<file path="config.mk">
export PLATFORM = sky130hd
export DESIGN_NAME = move_rx_framer
export DESIGN_NICKNAME = d
export VERILOG_FILES = /design/src/rtl/link_pkg.sv /design/src/rtl/rx_tick_gen.sv /design/src/rtl/move_rx_framer.sv
export SDC_FILE = /design/constraint.sdc
export NUM_CORES = 1
export LEC_CHECK = 0
export BUFFER_PORTS_ARGS = -buffer_cell sky130_fd_sc_hd__buf_2
export CORE_MARGIN = 2
export CORE_UTILIZATION = 35
export DETAILED_ROUTE_END_ITERATION = 16
export PLACE_DENSITY = 0.48
export SLEW_MARGIN = 20
export SYNTH_ARGS = -nofsm -noshare
export SYNTH_HDL_FRONTEND = slang
export SYNTH_SLANG_ARGS = --single-unit
</file>
<file path="constraint.sdc">
create_clock -name clk_in -period 2.55 [get_ports clk_in]
set_clock_uncertainty 0.1 [all_clocks]
set_input_delay 0.765 -clock clk_in [delete_from_list [all_inputs] [get_ports clk_in]]
set_output_delay 0.765 -clock clk_in [all_outputs]
set_load 0.1 [all_outputs]
</file>
<file path="src/rtl/link_pkg.sv">
// Shared definitions for the move link: receiver/transmitter state encoding
// and the default timing constants for a 65 MHz clk_in.
package link_pkg;

   localparam int DEF_CLK_PER_SAMP  = 423;
   localparam int DEF_SAMP_PER_BIT  = 16;
   localparam int DEF_PKT_LEN       = 8;
   localparam int DEF_WAITING_COUNT = 65_000;

   typedef enum logic [2:0] {
      IDLE    = 3'd0,
      START   = 3'd1,
      DATA    = 3'd2,
      PARITY  = 3'd3,
      STOP    = 3'd4,
      RECOVER = 3'd5
   } link_state_e;

endpackage

</file>
<file path="src/rtl/rx_tick_gen.sv">
// Oversample tick generator: one-cycle tick_out every CLK_PER_SAMP clk_in cycles,
// held in phase reset while clear_in is high.
module rx_tick_gen
   import link_pkg::*;
#(
   parameter int CLK_PER_SAMP = DEF_CLK_PER_SAMP
) (
   input  logic clk_in,
   input  logic rst_in,
   input  logic clear_in,
   output logic tick_out
);

   localparam int CW = (CLK_PER_SAMP > 1) ? $clog2(CLK_PER_SAMP) : 1;
   localparam logic [CW-1:0] CNT_LAST = CW'(CLK_PER_SAMP - 1);

   logic [CW-1:0] cnt;

   always_ff @(posedge clk_in or negedge rst_in) begin
      if (!rst_in) begin
         cnt      <= '0;
         tick_out <= 1'b0;
      end else if (clear_in) begin
         cnt      <= '0;
         tick_out <= 1'b0;
      end else if (cnt == CNT_LAST) begin
         cnt      <= '0;
         tick_out <= 1'b1;
      end else begin
         cnt      <= cnt + 1'b1;
         tick_out <= 1'b0;
      end
   end

endmodule

</file>
<file path="src/rtl/move_rx_framer.sv">
// Oversampling serial framer for incoming move bytes (start, LSB-first data, stop).
// Build option: define RX_PARITY_EN to expect one odd-parity bit after the data.
module move_rx_framer
   import link_pkg::*;
#(
   parameter int CLK_PER_SAMP  = DEF_CLK_PER_SAMP,
   parameter int SAMP_PER_BIT  = DEF_SAMP_PER_BIT,
   parameter int PKT_LEN       = DEF_PKT_LEN,
   parameter int WAITING_COUNT = DEF_WAITING_COUNT
) (
   input  logic               clk_in,
   input  logic               rst_in,
   input  logic               rx_in,
   output logic [PKT_LEN-1:0] data_out,
   output logic               ready_out,
   output logic               frame_err_out,
   output logic               parity_err_out,
   output logic               busy_out
);

   localparam int SW = (SAMP_PER_BIT > 1)  ? $clog2(SAMP_PER_BIT)  : 1;
   localparam int BW = (PKT_LEN > 1)       ? $clog2(PKT_LEN)       : 1;
   localparam int WW = (WAITING_COUNT > 1) ? $clog2(WAITING_COUNT) : 1;

   localparam logic [SW-1:0] SAMP_A    = SW'(SAMP_PER_BIT / 2 - 1);
   localparam logic [SW-1:0] SAMP_B    = SW'(SAMP_PER_BIT / 2);
   localparam logic [SW-1:0] SAMP_C    = SW'(SAMP_PER_BIT / 2 + 1);
   localparam logic [SW-1:0] SAMP_LAST = SW'(SAMP_PER_BIT - 1);
   localparam logic [BW-1:0] BIT_LAST  = BW'(PKT_LEN - 1);
   localparam logic [WW-1:0] WAIT_LAST = WW'(WAITING_COUNT - 1);

   function automatic logic maj3(input logic a, input logic b, input logic c);
      return (a & b) | (a & c) | (b & c);
   endfunction

   function automatic logic odd_parity(input logic [PKT_LEN-1:0] d);
      return ~(^d);
   endfunction

   link_state_e        state;
   logic               rx_meta, rx_sync, rx_prev;
   logic               tick;
   logic [SW-1:0]      samp_cnt;
   logic [BW-1:0]      bit_cnt;
   logic [WW-1:0]      wait_cnt;
   logic               samp_a, samp_b;
   logic [PKT_LEN-1:0] shreg;
   logic               bit_mid, bit_end, bit_val;

   rx_tick_gen #(
      .CLK_PER_SAMP(CLK_PER_SAMP)
   ) u_tick (
      .clk_in  (clk_in),
      .rst_in  (rst_in),
      .clear_in(state == IDLE),
      .tick_out(tick)
   );

   // The third vote is the live sample, so a bit is decided on the tick that takes it.
   assign bit_mid  = tick && (samp_cnt == SAMP_C);
   assign bit_end  = tick && (samp_cnt == SAMP_LAST);
   assign bit_val  = maj3(samp_a, samp_b, rx_sync);
   assign busy_out = (state != IDLE);

   always_ff @(posedge clk_in or negedge rst_in) begin
      if (!rst_in) begin
         rx_meta <= 1'b1;
         rx_sync <= 1'b1;
         rx_prev <= 1'b1;
      end else begin
         rx_meta <= rx_in;
         rx_sync <= rx_meta;
         rx_prev <= rx_sync;
      end
   end

   always_ff @(posedge clk_in or negedge rst_in) begin
      if (!rst_in) begin
         state          <= IDLE;
         samp_cnt       <= '0;
         bit_cnt        <= '0;
         wait_cnt       <= '0;
         samp_a         <= 1'b1;
         samp_b         <= 1'b1;
         shreg          <= '0;
         data_out       <= '0;
         ready_out      <= 1'b0;
         frame_err_out  <= 1'b0;
`ifdef RX_PARITY_EN
         parity_err_out <= 1'b0;
`endif
      end else begin
         ready_out      <= 1'b0;
         frame_err_out  <= 1'b0;
`ifdef RX_PARITY_EN
         parity_err_out <= 1'b0;
`endif
         if (tick) begin
            if (samp_cnt == SAMP_A) samp_a <= rx_sync;
            if (samp_cnt == SAMP_B) samp_b <= rx_sync;
            samp_cnt <= (samp_cnt == SAMP_LAST) ? '0 : samp_cnt + 1'b1;
         end
         case (state)
            IDLE: begin
               samp_cnt <= '0;
               bit_cnt  <= '0;
               wait_cnt <= '0;
               if (rx_prev && !rx_sync) state <= START;
            end
            START: begin
               if (bit_mid && bit_val) state <= IDLE;
               else if (bit_end)       state <= DATA;
            end
            DATA: begin
               if (bit_mid) shreg <= {bit_val, shreg[PKT_LEN-1:1]};
               if (bit_end) begin
                  if (bit_cnt == BIT_LAST) begin
                     bit_cnt <= '0;
`ifdef RX_PARITY_EN
                     state   <= PARITY;
`else
                     state   <= STOP;
`endif
                  end else begin
                     bit_cnt <= bit_cnt + 1'b1;
                  end
               end
            end
`ifdef RX_PARITY_EN
            PARITY: begin
               if (bit_mid && (bit_val != odd_parity(shreg))) begin
                  parity_err_out <= 1'b1;
                  state          <= RECOVER;
               end else if (bit_end) begin
                  state <= STOP;
               end
            end
`endif
            // Leave at mid-stop so a start bit in the stop's second half is seen.
            STOP: begin
               if (bit_mid) begin
                  if (bit_val) begin
                     data_out  <= shreg;
                     ready_out <= 1'b1;
                     state     <= IDLE;
                  end else begin
                     frame_err_out <= 1'b1;
                     state         <= RECOVER;
                  end
               end
            end
            RECOVER: begin
               if (!rx_sync) begin
                  wait_cnt <= '0;
               end else if (wait_cnt == WAIT_LAST) begin
                  wait_cnt <= '0;
                  state    <= IDLE;
               end else begin
                  wait_cnt <= wait_cnt + 1'b1;
               end
            end
            default: state <= IDLE;
         endcase
      end
   end

`ifndef RX_PARITY_EN
   assign parity_err_out = 1'b0;
`endif

endmodule
</file>
==> results of run 1 <==
==> state kept, by name, summed over array words and instances (netlist names) <==
register	flops
rx_prev	1
ready_out	1
u_tick.tick_out	1
u_tick.cnt	9
wait_cnt	16
shreg	8
samp_b	1
bit_cnt	3
state	3
rx_sync	1
samp_cnt	4
frame_err_out	1
samp_a	1
data_out	8
rx_meta	1
==> routing by layer <==
layer	track usage [%]	wire length, um	vias up
met4	5.80	72	0
li1	-	-	974
met2	19.8	2290	15
met1	17.8	2610	923
met5	0	0	-
met3	4.33	136	5
==> worst max-delay path, stage by stage (launching register included) <==
cell and delay (ps):
dfrtp_1 380, nor3_1 290, inv_1 160, buf_2 320
==> cell type report <==
type                       count  area, sq um  area share (%)
clock inverter                 6         88.8            2.71
inverter                       9         33.8            1.03
multi-input combinational    193         1250            38.3
timing repair buffer          23          153            4.66
tap                          102          128            3.89
sequential                    59         1480            45.2
clock buffer                  10          138            4.20
==> synth_stat cells (2+ instances only) <==
cell type / instances / area, sq um
inv_1: 8 / 30.0
nand4b_1: 4 / 35.0
a21o_1: 3 / 22.5
nand3b_1: 2 / 15.0
nor3_1: 5 / 25.0
dfrtp_1: 54 / 1350
mux2_2: 10 / 113
nor4_1: 2 / 12.5
a22o_1: 2 / 17.5
xor2_1: 16 / 140
clkbuf_8: 2 / 27.5
ha_1: 8 / 100
mux2i_1: 4 / 40.0
nand2_1: 43 / 161
dfstp_2: 5 / 131
mux2_1: 2 / 22.5
and3_1: 2 / 12.5
a21oi_1: 4 / 20.0
nand4_1: 10 / 62.6
xnor2_1: 4 / 35.0
buf_2: 2 / 10.0
or4_1: 2 / 15.0
nor2_1: 35 / 131
nand3_1: 11 / 55.1
o21ai_0: 5 / 25.0
==> final timing paths <==
kind / startpoint / endpoint
setup reg to reg: wait_cnt[9] / state[1]
hold / removal: rx_meta / rx_sync
hold reg to reg: rx_meta / rx_sync
min in group asynchronous: rst_in / wait_cnt[14]
max in group asynchronous: rst_in / rx_meta
setup / recovery: state[1] / busy_out
==> power groups by stage <==
stage	registers, W	clock network [W]	logic (W)
floorplan	0.00105	0	0.000518
global placement	0.00106	0	0.000690
detailed placement	0.00106	0	0.000681
CTS	0.00104	0.000997	0.000684
global route	0.00105	0.00104	0.000739
finish	0.00104	0.000958	0.000671
==> logic make-up (layout without fill, tap and decap cells) <==
logic type,count (synthesis),count (layout),synth area share [%]
compound gates,21,21,5.83
mux,16,16,6.18
xor+xnor,20,20,6.18
buf+inv,16,48,3.36
other cells,1,1,0.132
flops,59,59,52.3
fa+ha+maj,9,9,3.89
simple gates,126,126,22.1
==> metrics by stage <==
stage | cells | total power [W] | cell area, sq um | utilization, % | setup WS [ps]
after detailed placement | 386 | 0.00174 | 3050 | 39.3 | 407
after global placement | 386 | 0.00175 | 3050 | 39.3 | 438
after CTS | 402 | 0.00272 | 3280 | 42.2 | 136
after global routing | 402 | 0.00283 | 3280 | 42.2 | 58.7
after floorplan | 268 | 0.00157 | 2830 | - | 112
final | 402 | 0.00267 | 3280 | 42.2 | 201
==> flow_summary.json, run 1 <==
{
  "syn_inst": 268,
  "p_leak_nw": 1.57,
  "syn_area_sq_mm": 0.00283,
  "cts_tree": "yes",
  "setup_tns_ps": 0,
  "startpoint_type": "register",
  "maxCapViolCount": 0,
  "die_x_um": 94.0,
  "hold_path_depth": 0,
  "pwr-share-comb_pct": 25.1,
  "period_share_pct": 92.1,
  "row_count": 32,
  "viasPerCell": 4.77,
  "ant_nets": 0,
  "drive_gt1_share_pct": 21.3,
  "grt.total_usage_pct": 13.3,
  "p_sw_w": 0.000871,
  "die_h_um": 94.0,
  "p_int_w": 0.00180,
  "switching_share_pct": 32.6,
  "avgSynthCellArea_sq_um": 10.6,
  "fmax_mhz": 426,
  "hp-class": "register to register",
  "pwr-share-seq_pct": 38.9,
  "outcome": "completed",
  "path_class": "register to output port",
  "grt_pass1_wl_um": 9010,
  "synth_warnings": 0,
  "cts_inserted_buffers": 9,
  "worst_hold_slack_ps": 259,
  "post_cts_buffers": 0,
  "vias": 1917,
  "wirelength_um": 5100,
  "die-area_sq_mm": 0.00883,
  "gr-total-overflow": 0,
  "ctsHtreeMaxLevel": 3,
  "cp.required_ps": 1690,
  "relSlewSlack_pct": 63.9,
  "setup_viol": 0,
  "mostFrequentLayoutCell": "dfrtp_1",
  "grt_pass1_vias": 1865,
  "async_reset_ff_share_pct": 100,
  "clockBufferDepth": 2,
  "start_util_pct": 36.5,
  "hold_viol_final": 0,
  "clkSinkCount": 59,
  "reg2reg_slack_ps": 410,
  "path_max_fanout": 5,
  "nets": 306,
  "cts_resized": 0,
  "synth-seq-cells": 59,
  "worst_ep_arrival_time_ps": 1480,
  "post-dp-hpwl_um": 3380,
  "drt_iter0_markers": 64,
  "gp_congestion": 0.796,
  "power_density_mw_per_mm2": 814,
  "syn_nets": 279,
  "r2r_cells": 5,
  "port_buffers": 13,
  "routedWlPerCell_um": 12.7,
  "antenna_found_initial": 0,
  "seq_area_frac_synth_pct": 52.3,
  "rsz0062_at_grt": "false",
  "peakVddDrop_mv": 0.806,
  "power_frac_clock_pct": 35.9,
  "worst_pin_slew_ps": 538,
  "firstDrtPassIters": 6,
  "synth_ff_type": "dfrtp_1",
  "syn_to_final_growth_pct": 15.7,
  "clock_latency_ps": 340,
  "period_needed_ps": 2350,
  "n_antenna_cell": 0,
  "layout_common_cells": "dfrtp_1, nand2_1, nor2_1",
  "synth_edf_count": 0,
  "root_buffer": "clkbuf_8",
  "ioPinCount": 15,
  "fillers": 784,
  "synthDistinctLibCells": 48,
  "drv_slew": 0,
  "drc": 0,
  "clk_pin_slew_worst_paths_ps": 70,
  "core_area_sq_mm": 0.00777,
  "cp-end-kind": "output port",
  "grt_max_degree": 60,
  "hold_buffers": 0
}
Power figures use the tool's default switching activity.
==> run 2: changes to the inputs <==
--- a/config.mk
+++ b/config.mk
@@ -7,9 +7,10 @@
 export LEC_CHECK = 0
 export BUFFER_PORTS_ARGS = -buffer_cell sky130_fd_sc_hd__buf_2
 export CORE_MARGIN = 2
-export CORE_UTILIZATION = 35
+export CORE_UTILIZATION = 55
+export CTS_CLUSTER_SIZE = 20
 export DETAILED_ROUTE_END_ITERATION = 16
-export PLACE_DENSITY = 0.48
+export PLACE_DENSITY = 0.7
 export SLEW_MARGIN = 20
 export SYNTH_ARGS = -nofsm -noshare
 export SYNTH_HDL_FRONTEND = slang
==> flow_summary.json, run 2 (synthesis gave the netlist of run 1 again) <==
{
  "outcome": "completed",
  "path_max_fanout": 13,
  "setup_tns_ps": 0,
  "cp-end-kind": "output port",
  "path_delay_family": "flip-flops",
  "path_buf_inv": 2,
  "power_w": 0.00256,
  "r2r_cells": 5,
  "r2r_end": "state[1]",
  "p_leak_nw": 1.56,
  "power_density_mw_per_mm2": 799,
  "cp-endpoint": "busy_out",
  "post-dp-hpwl_um": 3470,
  "wirelength_um": 4960,
  "drc": 0,
  "period_share_pct": 95.8,
  "cp.depth": 3,
  "crit_path_top_delay_cell": "dfrtp_1",
  "switching_share_pct": 33.2,
  "dpl.cell_count": 354,
  "layout_common_cells": "dfrtp_1, nand2_1, nor2_1",
  "core_area_sq_mm": 0.00504,
  "worstPathCellList": "nor3_1 > inv_1 > clkbuf_4",
  "cts_tree": "yes",
  "ioPinCount": 15,
  "fin_ws_ps": 108,
  "power_frac_clock_pct": 34.0,
  "gp_congestion": 0.780,
  "antenna_found_initial": 0,
  "routedWlPerCell_um": 13.4,
  "pwr-share-comb_pct": 24.0,
  "start_util_pct": 56.2,
  "clk_pin_slew_worst_paths_ps": 60,
  "die_x_um": 75.8,
  "drv_slew": 0,
  "root_buffer": "clkbuf_8",
  "finalNonFillerCells": 370,
  "ant_nets": 0,
  "reg2reg_slack_ps": 370,
  "ctsHtreeMaxLevel": 3,
  "cp_slowest_stage_delay_ps": 500,
  "cts_inserted_buffers": 9,
  "fmax_mhz": 409,
  "clkSinkCount": 59,
  "pre_cts_ws_ps": 368,
  "grt_pass1_vias": 1832,
  "grt.total_usage_pct": 20.1,
  "n_antenna_cell": 0,
  "grt_pass1_wl_um": 8420,
  "clock_latency_ps": 350,
  "peakVddDrop_mv": 0.548,
  "drive_gt1_share_pct": 21.0,
  "relSlewSlack_pct": 61.7,
  "hp-class": "input pin to asynchronous set/reset pin",
  "setup_viol": 0,
  "die-area_sq_mm": 0.00574,
  "firstDrtPassIters": 4,
  "rsz0062_at_grt": "false",
  "hold_buffers": 0,
  "regMostFlops": "wait_cnt",
  "worst_ep_arrival_time_ps": 1580,
  "path_class": "register to output port",
  "grt_max_degree": 29,
  "crit_start": "state[1]",
  "largest_register_ffs": 16,
  "r2r_start": "wait_cnt[9]",
  "cp.required_ps": 1690,
  "syn_to_final_growth_pct": 13.2,
  "port_buffers": 13,
  "startpoint_type": "register",
  "worst_pin_slew_ps": 569,
  "drt_iter0_markers": 63,
  "viasPerCell": 5.26,
  "hold_viol_final": 0,
  "row_count": 26,
  "p_sw_w": 0.000851,
  "p_int_w": 0.00171,
  "clockBufferDepth": 2,
  "utilization_pct": 63.6,
  "gr-total-overflow": 0,
  "nets": 306,
  "mostFrequentLayoutCell": "dfrtp_1",
  "die_h_um": 75.8,
  "period_needed_ps": 2440,
  "vias": 1948,
  "reg.largest.list": "wait_cnt: 16 flops, u_tick.cnt: 9 flops",
  "maxCapViolCount": 0,
  "pwr-share-seq_pct": 42.0
}
-- run 2: cell types whose count changed in the layout (fill, tap and decap cells not counted) --
| cell | previous run | this run |
|---|---|---|
| buf_12 | 1 | 0 |
| buf_2 | 13 | 12 |
| buf_4 | 9 | 10 |
| bufinv_16 | 2 | 1 |
| clkbuf_1 | 0 | 1 |
| clkbuf_4 | 0 | 1 |
| clkbuf_8 | 10 | 11 |
| clkinv_4 | 1 | 0 |
-- run 2: stage by stage --
stage / area (sq um) / hold slack (ps)
6_report: 3210 / 190
5_1_grt: 3210 / 204
4_1_cts: 3200 / 187
3_5_place_dp: 3000 / 251
3_3_place_gp: 3000 / 254
2_1_floorplan: 2830 / 245
-- run 2: area by class of cell --
| type | instances | area [sq um] |
|---|---|---|
| well taps | 70 | 87.6 |
| multi-input cells | 193 | 1250 |
| inverters | 9 | 33.8 |
| fillers | 390 | 1840 |
| clock buffers | 12 | 155 |
| repair buffers | 23 | 143 |
| clock inverters | 4 | 50.0 |
| flip-flops and latches | 59 | 1480 |
-- run 2: worst min path at each step --
stage,startpoint,to,slack (ps)
floorplan,rx_meta,rx_sync,250
global placement,rx_meta,rx_sync,250
global route,rst_in,bit_cnt[2],200
CTS,rst_in,bit_cnt[2],190
detailed placement,rx_meta,rx_sync,250
finish,rst_in,wait_cnt[0],190
-- run 2: routing by layer --
metal	wire, um	GRT usage (%)	up-vias
met5	0	0	-
li1	-	-	970
met3	185	7.14	9
met2	2310	30.2	33
met4	84	7.60	0
met1	2380	26.9	936
-- run 2: power by group through the flow --
| stage | Sequential, W | Combinational [W] | Clock [W] |
|---|---|---|---|
| final | 0.00108 | 0.000614 | 0.000871 |
| after global routing | 0.00109 | 0.000677 | 0.000931 |
| after CTS | 0.00108 | 0.000617 | 0.000893 |
| after detailed placement | 0.00109 | 0.000614 | 0 |
| after global placement | 0.00109 | 0.000612 | 0 |
| after floorplan | 0.00105 | 0.000518 | 0 |
-- run 2: worst reg2reg max path, stage by stage (launching register included) --
cell	delay (ps)
dfrtp_1	410
or3b_4	420
nor4_4	340
o22ai_2	130
a311oi_4	300
mux2_1	360
-- run 2: timing repair --
action | in CTS | in global routing
resized for setup | 0 | 1
setup endpoints to repair | 0 | 1
setup buffers | 0 | 0
endpoints found under the hold margin | 0 | 0
